--- config.mk ---
export PLATFORM = sky130hd
export DESIGN_NAME = llr_intri_ctrl
export DESIGN_NICKNAME = d
export VERILOG_FILES = /design/src/rtl/llr_intri_ctrl.sv
export SDC_FILE = /design/constraint.sdc
export NUM_CORES = 1
export LEC_CHECK = 0
export BUFFER_PORTS_ARGS = -buffer_cell sky130_fd_sc_hd__buf_2
export CAP_MARGIN = 25
export CORE_AREA = 2 2 63 65
export CTS_CLUSTER_SIZE = 30
export DETAILED_ROUTE_END_ITERATION = 10
export DIE_AREA = 0 0 65 67
export PLACE_DENSITY = 0.88
export SYNTH_ARGS = -nofsm -noshare
export SYNTH_HDL_FRONTEND = slang
export SYNTH_SLANG_ARGS = --single-unit
--- constraint.sdc ---
create_clock -name clk -period 2.1 [get_ports clk]
set_clock_uncertainty 0.15 [all_clocks]
set_input_delay 0.21 -clock clk [delete_from_list [all_inputs] [get_ports clk]]
set_output_delay 0.21 -clock clk [all_outputs]
set_load 0.05 [all_outputs]
--- src/rtl/llr_intri_ctrl.sv ---
// llr_intri_ctrl: loads one LLR frame into the intrinsic dual-port RAM, serves decoder reads,
// and frees the buffer on dec_done. Optional sticky protocol-error flag under INTRI_ERR_CHK_EN.
module llr_intri_ctrl #(
    parameter int unsigned LLR_WIDTH  = 8,
    parameter int unsigned ADDR_WIDTH = 8,
    parameter int unsigned FRAME_LEN  = 192
) (
    input  logic                  clk,
    input  logic                  rst_n,
    input  logic                  start,
    input  logic                  in_valid,
    output logic                  in_ready,
    input  logic [LLR_WIDTH-1:0]  in_llr,
    output logic                  frame_rdy,
    input  logic                  rd_req,
    input  logic [ADDR_WIDTH-1:0] rd_addr,
    output logic                  rd_valid,
    output logic [LLR_WIDTH-1:0]  rd_data,
    input  logic                  dec_done,
    output logic [LLR_WIDTH-1:0]  ram_data,
    output logic [ADDR_WIDTH-1:0] ram_wraddress,
    output logic                  ram_wren,
    output logic [ADDR_WIDTH-1:0] ram_rdaddress,
    output logic                  ram_rden,
    input  logic [LLR_WIDTH-1:0]  ram_q,
    output logic                  err
);

    typedef enum logic [1:0] {IDLE, LOAD, FLUSH, READ} state_t;

    localparam logic [ADDR_WIDTH-1:0] LAST_ADDR = ADDR_WIDTH'(FRAME_LEN - 1);

    state_t                state;
    state_t                state_nxt;
    logic [ADDR_WIDTH-1:0] wcnt;
    logic [ADDR_WIDTH-1:0] wcnt_nxt;
    logic                  xfer;
    logic                  rd_acc;

    always_comb begin
        state_nxt = state;
        wcnt_nxt  = wcnt;
        xfer      = 1'b0;
        rd_acc    = 1'b0;
        case (state)
            IDLE: begin
                if (start) begin
                    state_nxt = LOAD;
                    wcnt_nxt  = '0;
                end
            end
            LOAD: begin
                if (in_valid && in_ready) begin
                    xfer = 1'b1;
                    // Counter holds on the last word so a full 2^ADDR_WIDTH frame never wraps.
                    if (wcnt == LAST_ADDR) begin
                        state_nxt = FLUSH;
                    end else begin
                        wcnt_nxt = wcnt + 1'b1;
                    end
                end
            end
            FLUSH: state_nxt = READ;
            READ: begin
                if (dec_done) begin
                    state_nxt = IDLE;
                end else if (rd_req) begin
                    rd_acc = 1'b1;
                end
            end
            default: state_nxt = IDLE;
        endcase
    end

    always_ff @(posedge clk or negedge rst_n) begin
        if (!rst_n) begin
            state         <= IDLE;
            wcnt          <= '0;
            in_ready      <= 1'b0;
            frame_rdy     <= 1'b0;
            ram_wren      <= 1'b0;
            ram_wraddress <= '0;
            ram_data      <= '0;
            ram_rden      <= 1'b0;
            ram_rdaddress <= '0;
            rd_valid      <= 1'b0;
        end else begin
            state     <= state_nxt;
            wcnt      <= wcnt_nxt;
            in_ready  <= (state_nxt == LOAD);
            frame_rdy <= (state_nxt == READ);
            ram_wren  <= xfer;
            if (xfer) begin
                ram_wraddress <= wcnt;
                ram_data      <= in_llr;
            end
            ram_rden <= rd_acc;
            if (rd_acc) begin
                ram_rdaddress <= rd_addr;
            end
            // RAM output is registered on rden, so valid trails rden by one cycle regardless of state.
            rd_valid <= ram_rden;
        end
    end

    assign rd_data = ram_q;

`ifdef INTRI_ERR_CHK_EN
    localparam logic [ADDR_WIDTH:0] FRAME_LEN_EXT = (ADDR_WIDTH + 1)'(FRAME_LEN);

    logic err_evt;

    always_comb begin
        err_evt = 1'b0;
        if (rd_req && ((state != READ) || dec_done)) begin
            err_evt = 1'b1;
        end
        if (rd_req && (state == READ) && ({1'b0, rd_addr} >= FRAME_LEN_EXT)) begin
            err_evt = 1'b1;
        end
        if (start && (state != IDLE)) begin
            err_evt = 1'b1;
        end
    end

    always_ff @(posedge clk or negedge rst_n) begin
        if (!rst_n) begin
            err <= 1'b0;
        end else if (err_evt) begin
            err <= 1'b1;
        end
    end
`else
    assign err = 1'b0;
`endif

endmodule

# Word level (Yosys, flattened, before mapping)
# Cells that the tools add are included.
# word_totals
register_bits,39
inputBits,30
output_inout_bits,38
# classes
addsub,1
eq_ne,9
n_mux,14
n_reduce_logical,4
# op_table
cell,count
8-bit two-way mux,3
8-bit case mux with 2 select lines,1
"8-bit by 1-bit adder with 8-bit output, second input constant",1
"8-bit == test, second input constant",1
2-bit two-way mux,4
2-bit case mux with 4 select lines,1
"2-bit == test, second input constant",3
"2-bit inequality test, second input constant",3
1-bit two-way mux,5
"2-bit by 1-bit == test with 1-bit output, second input constant",2
4-bit AND reduction,1
2-bit logical NOT,1
2-bit nonzero test,1
1-bit logical AND,1

# Longest topological paths before layout
# depth
depth_word,5
ltp_mapped,5
ltp_nobuf,4

# Least setup slack after synthesis
# Ideal clock, no wire load.
# synth_path
path_kind,flip-flop to flip-flop
startpoint,register in_ready
endpoint,register wcnt[3]
t_arrival_ns,1.755
required_ns,1.872
slack_ns,0.118
path_stages_with_launch,5
path_cell_list,dfrtp_1 nand3b_4 a311o_1 or4b_1 a21oi_1
# synth_between
elab_chain_len,3
# synth_lines
item,line,text
from (decl),12,"output logic in_ready,"
from (signal assigned),90,in_ready <= (state_nxt == LOAD);
1-bit logical AND,53,if (in_valid && in_ready) begin
2-bit inequality test (no line),--,
4-bit AND reduction (no line),--,
to (signal assigned),89,wcnt <= wcnt_nxt;
to (decl),35,logic [ADDR_WIDTH-1:0] wcnt;
# Every way passes these cells.
# A chain may end at the register's enable or synchronous reset.

# Worst setup path in the final report
# layout_path
startpoint,register wcnt[1]
endpoint,register wcnt[3]
# layout_between
elab_chain_len,4
# layout_lines
item,line,text
8-bit by 1-bit adder with 8-bit output,59,wcnt_nxt = wcnt + 1'b1;
8-bit two-way mux,56,if (wcnt == LAST_ADDR) begin
8-bit two-way mux,53,
8-bit case mux with 2 select lines,45,case (state)
# Several ways; a longest one is shown, not always the timed one. The select of a mux whose other input is x is not followed.

==> impl_metrics.ini <==
[die]
core_area_sq_um = 3610
start_util = 0.467
row_count = 22
die_w_um = 65
die_y_um = 67
io_pins = 68
die_area_sq_um = 4360

[logic_synthesis]
syn_nets = 174
synth_cell_type_count = 33
ys_ff_latch = 39
ys_warn_count = 0
syn_inst = 143
synthesis.area_sq_um = 1680
avgSynthCellArea_sq_um = 11.8
ys_seq_area_frac = 0.579

[layout]
synthToLayoutAreaGrowth_pct = 30.5
nNetsFinal = 242
n_antenna_cell = 0
drive_gt1_frac = 0.398
utilization = 0.610

[sta]
fin_crit_sh = 0.941
clock.fmax_mhz = 506
setup_viol = 0
finalHoldViolCount = 0
relSlewSlack = 0.454
rsz0062_at_grt = false
setup-tns-final_ns = 0
fin_ws_ns = 0.124
worstMarginPinSlew_ns = 0.819
final_max_slew_viol_count = 0
period_needed_ns = 1.98

[route]
avgRoutedWirePerCell_um = 13.2
ant_nets = 0
drt_pass1_iterations = 4
routed_wl_um = 3410
drt-vias-per-instance = 4.87
drt_iter0_markers = 45
vias = 1261
drc = 0

[cts]
cts_buffers = 5
clkTransAtPathRegs_ns = 0.07
htreeDepth = 2
clock_sinks = 39
postCtsSetupBuffers = 0
hold_buffers = 15
post_cts_resized = 0
clock_tree.root_cell = clkbuf_8
clock_latency_ns = 0.28
clockBufferDepth = 2
cts_tree = built

[setup_path]
crit_required_ns = 2.16
crit_family = compound AO/OA/AOI/OAI gates
max_stage_delay_ns = 0.49
path_class = reg2reg
crit_slowest_cell = or4b_1
arrival_ns = 2.04
crit_chain = ha_1, a311o_1, or4b_1, a21oi_1
end_kind = flop
crit_fanout = 7
path_buf_inv = 0
crit_path_start_kind = flop

[power]
power_frac_comb = 0.350
leakage_nw = 1.11
power_switching_share = 0.378
total_power_mw = 2.27
switching_power_mw = 0.859
power_density_nw_per_um2 = 1030
power_frac_seq = 0.442
p_int_mw = 1.41
vdd_drop_max_mv = 0.548
clock_power_share = 0.208

[grt]
grtUsageTotal = 0.177
grt_overflow = 0
first_global_vias = 1268
grt_max_degree = 40
grt_pass1_wl_um = 5640
antenna_found_initial = 0

[place]
dp_hpwl_um = 2290
pre_cts_ws_ns = 0.145
io_buffer_count = 50
gp_congestion = 0.854

[run]
maxCapViolCount = 0

[min_path]
hold_class = in2reg

[status]
outcome = finished, final reports clean
## power by group through the flow
stage | combinational, mW | clock, mW | sequential [mW]
after global routing | 0.865 | 0.526 | 1.03
after global placement | 0.775 | 0 | 1.01
final | 0.795 | 0.472 | 1.00
after CTS | 0.801 | 0.487 | 1.00
after detailed placement | 0.779 | 0 | 1.02
after floorplan | 0.337 | 0 | 1.29
## placed cells by master, fill, tap and decap left out, drive strengths merged, types with 2 or more instances in the layout
| cell type | instances |
|---|---|
| xnor2 | 2 |
| clkinv | 3 |
| nand2 | 27 |
| a21oi | 5 |
| a311oi | 3 |
| dfrtp | 39 |
| a22o | 2 |
| mux2 | 17 |
| dlygate4sd3 | 16 |
| clkbuf | 5 |
| nand3 | 4 |
| nor2 | 6 |
| buf | 57 |
| o21ai | 2 |
| inv | 3 |
| o31ai | 2 |
| nand4 | 2 |
## per-stage QoR
step / instance area (sq um) / hold slack, ns / instances
2_1_floorplan: 1680 / -0.236 / 143
3_3_place_gp: 1960 / 0.206 / 236
3_5_place_dp: 1960 / 0.210 / 236
4_1_cts: 2190 / 0.00208 / 258
5_1_grt: 2200 / 0.00794 / 259
6_report: 2200 / 0.0176 / 259
## registers in the layout (all words and copies together), names as in the netlist, 2 cells and up
| signal | flops |
|---|---|
| ram_wraddress | 8 |
| ram_data | 8 |
| ram_rdaddress | 8 |
| state | 2 |
| wcnt | 8 |
## Yosys cell counts
| cell | instances | area [sq um] |
|---|---|---|
| a21oi_1 | 5 | 25.0 |
| conb_1 | 1 | 3.75 |
| mux2_2 | 17 | 191 |
| buf_4 | 10 | 75.1 |
| inv_1 | 3 | 11.3 |
| or4_1 | 1 | 7.51 |
| ha_1 | 1 | 12.5 |
| nor2_1 | 6 | 22.5 |
| and3_2 | 1 | 7.51 |
| o31ai_1 | 2 | 15.0 |
| and4_4 | 1 | 11.3 |
| nand4_1 | 2 | 12.5 |
| buf_2 | 1 | 5.00 |
| a21boi_0 | 1 | 7.51 |
| nor4b_1 | 1 | 8.76 |
| nor3_1 | 1 | 5.00 |
| nor4_1 | 1 | 6.26 |
| nand3_1 | 4 | 20.0 |
| nand4b_1 | 1 | 8.76 |
| or4b_1 | 1 | 10.0 |
| nand3b_4 | 1 | 20.0 |
| xnor2_1 | 2 | 17.5 |
| dfrtp_1 | 39 | 976 |
| clkinv_1 | 1 | 3.75 |
| nand2_1 | 27 | 101 |
| a22o_1 | 2 | 17.5 |
| buf_6 | 1 | 11.3 |
| mux2i_1 | 1 | 10.0 |
| a311o_1 | 1 | 10.0 |
| nor2b_1 | 1 | 6.26 |
| o21ai_0 | 2 | 10.0 |
| nor3b_1 | 1 | 7.51 |
| a311oi_1 | 3 | 26.3 |
## kinds of logic after synthesis
logic type               after synthesis  synth area share
AO/OA/AOI/OAI                         16            0.0661
adder cells (fa/ha/maj)                1           0.00743
buffers and inverters                 16            0.0631
flip-flops                            39             0.579
multiplexers                          18             0.120
other                                  1           0.00223
XOR/XNOR                               2            0.0104
AND/OR/NAND/NOR                       50             0.152
## layout make-up
cell class              instances  area (sq um)
flip-flops and latches         39           976
clock buffers                   5          68.8
inverters                       4          15.0
fillers                       286          1410
multi-input cells              88           602
clock inverters                 2          13.8
well taps                      48          60.1
repair buffers                 73           463
## final timing paths
check | start | to | slack [ns] | depth (start not counted)
setup reg to reg | wcnt[1]$_DFFE_PN0P_ | wcnt[3]$_DFFE_PN0P_ | 0.12 | 4
hold / removal | in_llr[3] | ram_data[3]$_DFFE_PN0P_ | 0.02 | 2
max in group asynchronous | rst_n | ram_wraddress[5]$_DFFE_PN0P_ | 0.88 | 2
setup / recovery | wcnt[1]$_DFFE_PN0P_ | wcnt[3]$_DFFE_PN0P_ | 0.12 | 4
hold reg to reg | ram_rden$_DFF_PN0_ | rd_valid$_DFF_PN0_ | 0.23 | 0
min in group asynchronous | rst_n | ram_data[2]$_DFFE_PN0P_ | 0.40 | 2
## per-layer routing
metal,up-vias,wire [um],GRT usage
met5,-,0,0
met4,0,27,0.0798
met3,2,148,0.0456
met2,29,1710,0.308
met1,611,1530,0.204
li1,619,-,-
No activity file was read; power rests on OpenSTA's default activity.
